<file path="config.mk">
export PLATFORM = sky130hd
export DESIGN_NAME = data_mem_ctrl
export DESIGN_NICKNAME = d
export VERILOG_FILES = /design/src/rtl/data_mem_ctrl.sv
export SDC_FILE = /design/constraint.sdc
export NUM_CORES = 1
export LEC_CHECK = 0
export CAP_MARGIN = 30
export CORE_MARGIN = 10
export CORE_UTILIZATION = 30
export DETAILED_ROUTE_END_ITERATION = 7
export GPL_TIMING_DRIVEN = 0
export PLACE_DENSITY_LB_ADDON = 0.3
export SLEW_MARGIN = 20
export SYNTH_ARGS = -nofsm -noshare
export SYNTH_HDL_FRONTEND = slang
export SYNTH_SLANG_ARGS = --single-unit
</file>
<file path="constraint.sdc">
create_clock -name clk -period 11.3 [get_ports clk]
set_clock_uncertainty 0.15 [all_clocks]
set_input_delay 2.26 -clock clk [delete_from_list [all_inputs] [get_ports clk]]
set_output_delay 2.26 -clock clk [all_outputs]
set_load 0.01 [all_outputs]
</file>
<file path="src/rtl/data_mem_ctrl.sv">
// Load/store initiator between the core memory stage and a word-write data RAM.
// Sub-word stores are done as read-modify-write; loads return extended data.
module data_mem_ctrl #(
  parameter int unsigned ADDRESS_WIDTH = 32
) (
  input  logic                     clk,
  input  logic                     rst,
  input  logic                     req_valid,
  output logic                     req_ready,
  input  logic                     req_write,
  input  logic [2:0]               req_funct3,
  input  logic [31:0]              req_addr,
  input  logic [31:0]              req_wdata,
  output logic                     resp_valid,
  input  logic                     resp_ready,
  output logic [31:0]              resp_rdata,
  output logic                     resp_error,
  output logic [ADDRESS_WIDTH-1:0] ram_address,
  output logic                     ram_write_enable,
  output logic [31:0]              ram_wdata,
  input  logic [31:0]              ram_rdata
);

  typedef enum logic [1:0] {IDLE, READ, WRITE, RESP} state_t;

  state_t                   state_q, state_d;
  logic                     write_q, write_d;
  logic [2:0]               funct3_q, funct3_d;
  logic [ADDRESS_WIDTH-1:0] addr_q, addr_d;
  logic [31:0]              ram_wdata_q, ram_wdata_d;
  logic [31:0]              rdata_q, rdata_d;
  logic                     error_q, error_d;
  logic                     legal, misaligned;

  always_comb begin
    unique case (req_funct3)
      3'b000, 3'b001, 3'b010: legal = 1'b1;
      3'b100, 3'b101:         legal = !req_write;
      default:                legal = 1'b0;
    endcase
    misaligned = ((req_funct3[1:0] == 2'b01) && req_addr[0])
              || ((req_funct3[1:0] == 2'b10) && (req_addr[1:0] != 2'b00));
  end

  always_comb begin
    state_d     = state_q;
    write_d     = write_q;
    funct3_d    = funct3_q;
    addr_d      = addr_q;
    ram_wdata_d = ram_wdata_q;
    rdata_d     = rdata_q;
    error_d     = error_q;
    unique case (state_q)
      IDLE: begin
        if (req_valid) begin
          write_d  = req_write;
          funct3_d = req_funct3;
          addr_d   = req_addr[ADDRESS_WIDTH-1:0];
          rdata_d  = '0;
          error_d  = 1'b0;
          if (!legal || misaligned) begin
            error_d = 1'b1;
            state_d = RESP;
          end else if (req_write) begin
            // Sub-word stores park the store data here until the merge in READ.
            ram_wdata_d = req_wdata;
            state_d     = (req_funct3 == 3'b010) ? WRITE : READ;
          end else begin
            state_d = READ;
          end
        end
      end
      READ: begin
        if (write_q) begin
          ram_wdata_d = funct3_q[0] ? {ram_rdata[31:16], ram_wdata_q[15:0]}
                                    : {ram_rdata[31:8],  ram_wdata_q[7:0]};
          state_d     = WRITE;
        end else begin
          unique case (funct3_q)
            3'b000:  rdata_d = {{24{ram_rdata[7]}},  ram_rdata[7:0]};
            3'b001:  rdata_d = {{16{ram_rdata[15]}}, ram_rdata[15:0]};
            3'b100:  rdata_d = {24'h0, ram_rdata[7:0]};
            3'b101:  rdata_d = {16'h0, ram_rdata[15:0]};
            default: rdata_d = ram_rdata;
          endcase
          state_d = RESP;
        end
      end
      WRITE: state_d = RESP;
      RESP: begin
        if (resp_ready) state_d = IDLE;
      end
      default: state_d = IDLE;
    endcase
  end

  always_ff @(posedge clk or posedge rst) begin
    if (rst) begin
      state_q     <= IDLE;
      write_q     <= 1'b0;
      funct3_q    <= '0;
      addr_q      <= '0;
      ram_wdata_q <= '0;
      rdata_q     <= '0;
      error_q     <= 1'b0;
    end else begin
      state_q     <= state_d;
      write_q     <= write_d;
      funct3_q    <= funct3_d;
      addr_q      <= addr_d;
      ram_wdata_q <= ram_wdata_d;
      rdata_q     <= rdata_d;
      error_q     <= error_d;
    end
  end

  assign req_ready        = (state_q == IDLE);
  assign resp_valid       = (state_q == RESP);
  assign ram_write_enable = (state_q == WRITE);
  assign resp_rdata       = rdata_q;
  assign resp_error       = error_q;
  assign ram_address      = addr_q;
  assign ram_wdata        = ram_wdata_q;

endmodule

</file>
==> metrics.csv <==
metric,value,unit
ff2ff_setup_slack,8.86,ns
setup_slack,7.07,ns
synthMuxAreaShare,19.5,%
arrival,1.82,ns
yosys.area_share.simple,7.11,%
ios,204,
grt-ovfl-total,0,
coreArea,14600,um2
finalHoldViolations,0,
die_width,142,um
min_from,resp_rdata[23],
slew_headroom,39.4,%
synth-seq-area-share,57.4,%
synth_nets,469,
maxCapViolCount,0,
tritoncts,yes,
clk_latency,0.34,ns
clk_path_buf_depth,2,
htreeDepth,3,
synth_fa_ha_area_share,1.12,%
vias_per_cell,4.69,
cts_root_buf,clkbuf_16,
diodes,0,
wl_per_cell,18.2,um
place_ws,6.80,ns
grt_start_max_net_pins,64,
crit_chain,inv_1 -> ha_1 -> clkdlybuf4s50_1,
critPathMaxStageDelay,0.62,ns
rsz0062_at_grt,false,
setup_viol,0,
slowest_stage,clkdlybuf4s50_1,
synth_top_family_by_area,multiplexers,
synth_compound_area_share,10.6,%
r2r-start,state_q[0],
clk_pin_slew,0.07,ns
cts_sinks,103,
placedCellCount,749,
ir_drop,0.128,mV
cts_resized,0,
outcome,"complete, no violations",
postSynthAreaPerCell,12.4,um2
tns,0,ns
hold-path-cell-count,2,
antenna_left,0,
p_leak,3.10,nW
hpwlAfterDp,11.1,mm
drc,0,
grt_antenna_before_repair,0,
power,1.94,mW
drtIter0Drc,171,
drv_slew,0,
post_cts_buffers,0,
fp.dieH,142,um
whs_endpoint,resp_rdata[23],
r2r-end,ram_wdata[20],
path_class,flip-flop to output port,
powerDensity,271,nW/um2
fin_util,49.2,%
ys_warn_count,0,
synthCells,361,
cp-end-kind,output port,
cp-start-kind,flip-flop,
firstDrtPassIters,4,
synth_top_cell_by_area,dfrtp_1,
drive_above_1_share,18.6,%
std_cell_rows,44,
fin_crit,4.23,ns
synth.ff_latch_count,103,
cpLargestDelayFamily,buffers and inverters,
critical_path.max_fanout,9,
period_share,37.4,%
numPortBuffers,203,
synth_area_leaders,"dfrtp_1 57%, mux2_2 19%, o21ai_0 3.2%, a22o_1 3.1%, nand2_1 2.6%",
worst-slew-pin-transition,0.905,ns
die-area,20300,um2
final_cells,765,
cp_num_buf_inv,2,
clock.fmax,0.236,GHz
gp_congestion,0.763,
cp.required,8.89,ns
routed_wl,14.0,mm
synth_xor_area_share,0,%
nets,684,
fillers,1327,
syn-cell-area,4490,um2
vias,3590,
initial_core_util,30.8,%
hold_buffers,0,
grt_pass1_wl,21.6,mm
ff2ff_path_depth,7,
hold_path_class,flip-flop to flip-flop,
grt_usage,13.5,%
cts_buffers,9,
area.growth.synth_to_final,59.9,%
synth_cell_types,35,
synth.top_cell.area_share,57.4,%
grt_pass1_vias,3885,
[area by class of cell]
cell class                      count  area (um2)  area share, %
Buffer                             20        98.8           1.38
Clock inverter                      6         155           2.16
Multi-Input combinational cell    214        1720           24.0
Timing Repair Buffer              204        2060           28.7
Inverter                           24        95.1           1.32
Tap cell                          184         230           3.21
Sequential cell                   103        2580           35.9
Clock buffer                       10         239           3.33
[Yosys cell counts]
master,number
a21oi_1,1
a22oi_1,4
and3b_1,1
nand2b_1,1
a221o_1,1
buf_8,1
a41o_1,1
o21a_1,1
ha_1,4
or4b_1,1
a21oi_4,1
clkbuf_1,11
clkbuf_2,1
o21ai_2,2
and4b_1,1
buf_4,1
inv_1,24
a222oi_1,5
mux2_2,77
a22o_1,16
nand2_1,31
dfrtp_1,103
a21boi_0,1
o41ai_1,1
a31oi_1,2
o21ai_0,29
or2_2,1
nor2b_1,17
o211ai_1,2
and2b_1,1
mux2i_1,1
nor2_1,7
nor3_1,3
buf_2,6
and2_0,1
[state kept, by name, indices dropped and copies added (netlist names)]
signal,cells
ram_address,32
ram_wdata,32
resp_rdata,32
funct3_q,3
state_q,2
resp_error,1
write_q,1
[cell usage in the layout (no fill, tap or decap), types with 6 or more instances in the layout]
master           instances
nor2_1                   7
clkbuf_16                9
clkdlybuf4s50_1        203
a22o_1                  16
buf_2                    6
nand2_1                 31
nor2b_1                 17
clkbuf_1                11
mux2_2                  77
dfrtp_1                103
inv_1                   23
o21ai_0                 29
[how the worst max path moves through the flow]
| stage | from | to | slack (ns) | cells after the start |
|---|---|---|---|---|
| floorplan | rst | funct3_q[0] | 6.19 | 1 |
| global placement | rst | ram_wdata[0] | 4.61 | 2 |
| detailed placement | req_addr[0] | ram_wdata[12] | 6.80 | 5 |
| CTS | state_q[0] | req_ready | 7.03 | 3 |
| global route | state_q[0] | req_ready | 6.94 | 3 |
| finish | state_q[0] | req_ready | 7.07 | 3 |
[kinds of logic (layout without fill, tap and decap cells)]
| family | count (synthesis) | count (layout) |
|---|---|---|
| AO/OA/AOI/OAI | 67 | 67 |
| multiplexers | 78 | 78 |
| AND/OR/NAND/NOR | 65 | 65 |
| flip-flops | 103 | 103 |
| adder cells (fa/ha/maj) | 4 | 4 |
| buffers and inverters | 44 | 264 |
[routing by layer]
layer / GRT usage [%] / share of wire (%)
met1: 15.5 / 40
met2: 22.2 / 49
met3: 5.11 / 8.8
met4: 5.11 / 1.9
met5: 0 / 0
[through the flow]
stage / instance area (um2) / hold WS [ns]
5_1_grt: 7180 / 0.367
3_5_place_dp: 6780 / 0.319
6_report: 7180 / 0.329
2_1_floorplan: 4490 / 0.345
4_1_cts: 7180 / 0.335
3_3_place_gp: 6750 / 0.315
[worst register-to-register path, stage by stage (launching register included)]
cell     delay [ns]
dfrtp_1        0.41
inv_1          0.10
ha_1           0.34
and4b_1        0.29
o21ai_2        0.10
a21oi_4        0.39
buf_8          0.20
mux2_2         0.35
[power breakdown]
part / leakage (nW) / internal, mW / switching [mW] / total, mW
clock: 0.193 / 0.267 / 0.136 / 0.403
combinational: 1.63 / 0.522 / 0.390 / 0.912
sequential: 1.27 / 0.535 / 0.0910 / 0.626
total: 3.10 / 1.32 / 0.617 / 1.94
No activity file was read; power rests on OpenSTA's default activity.
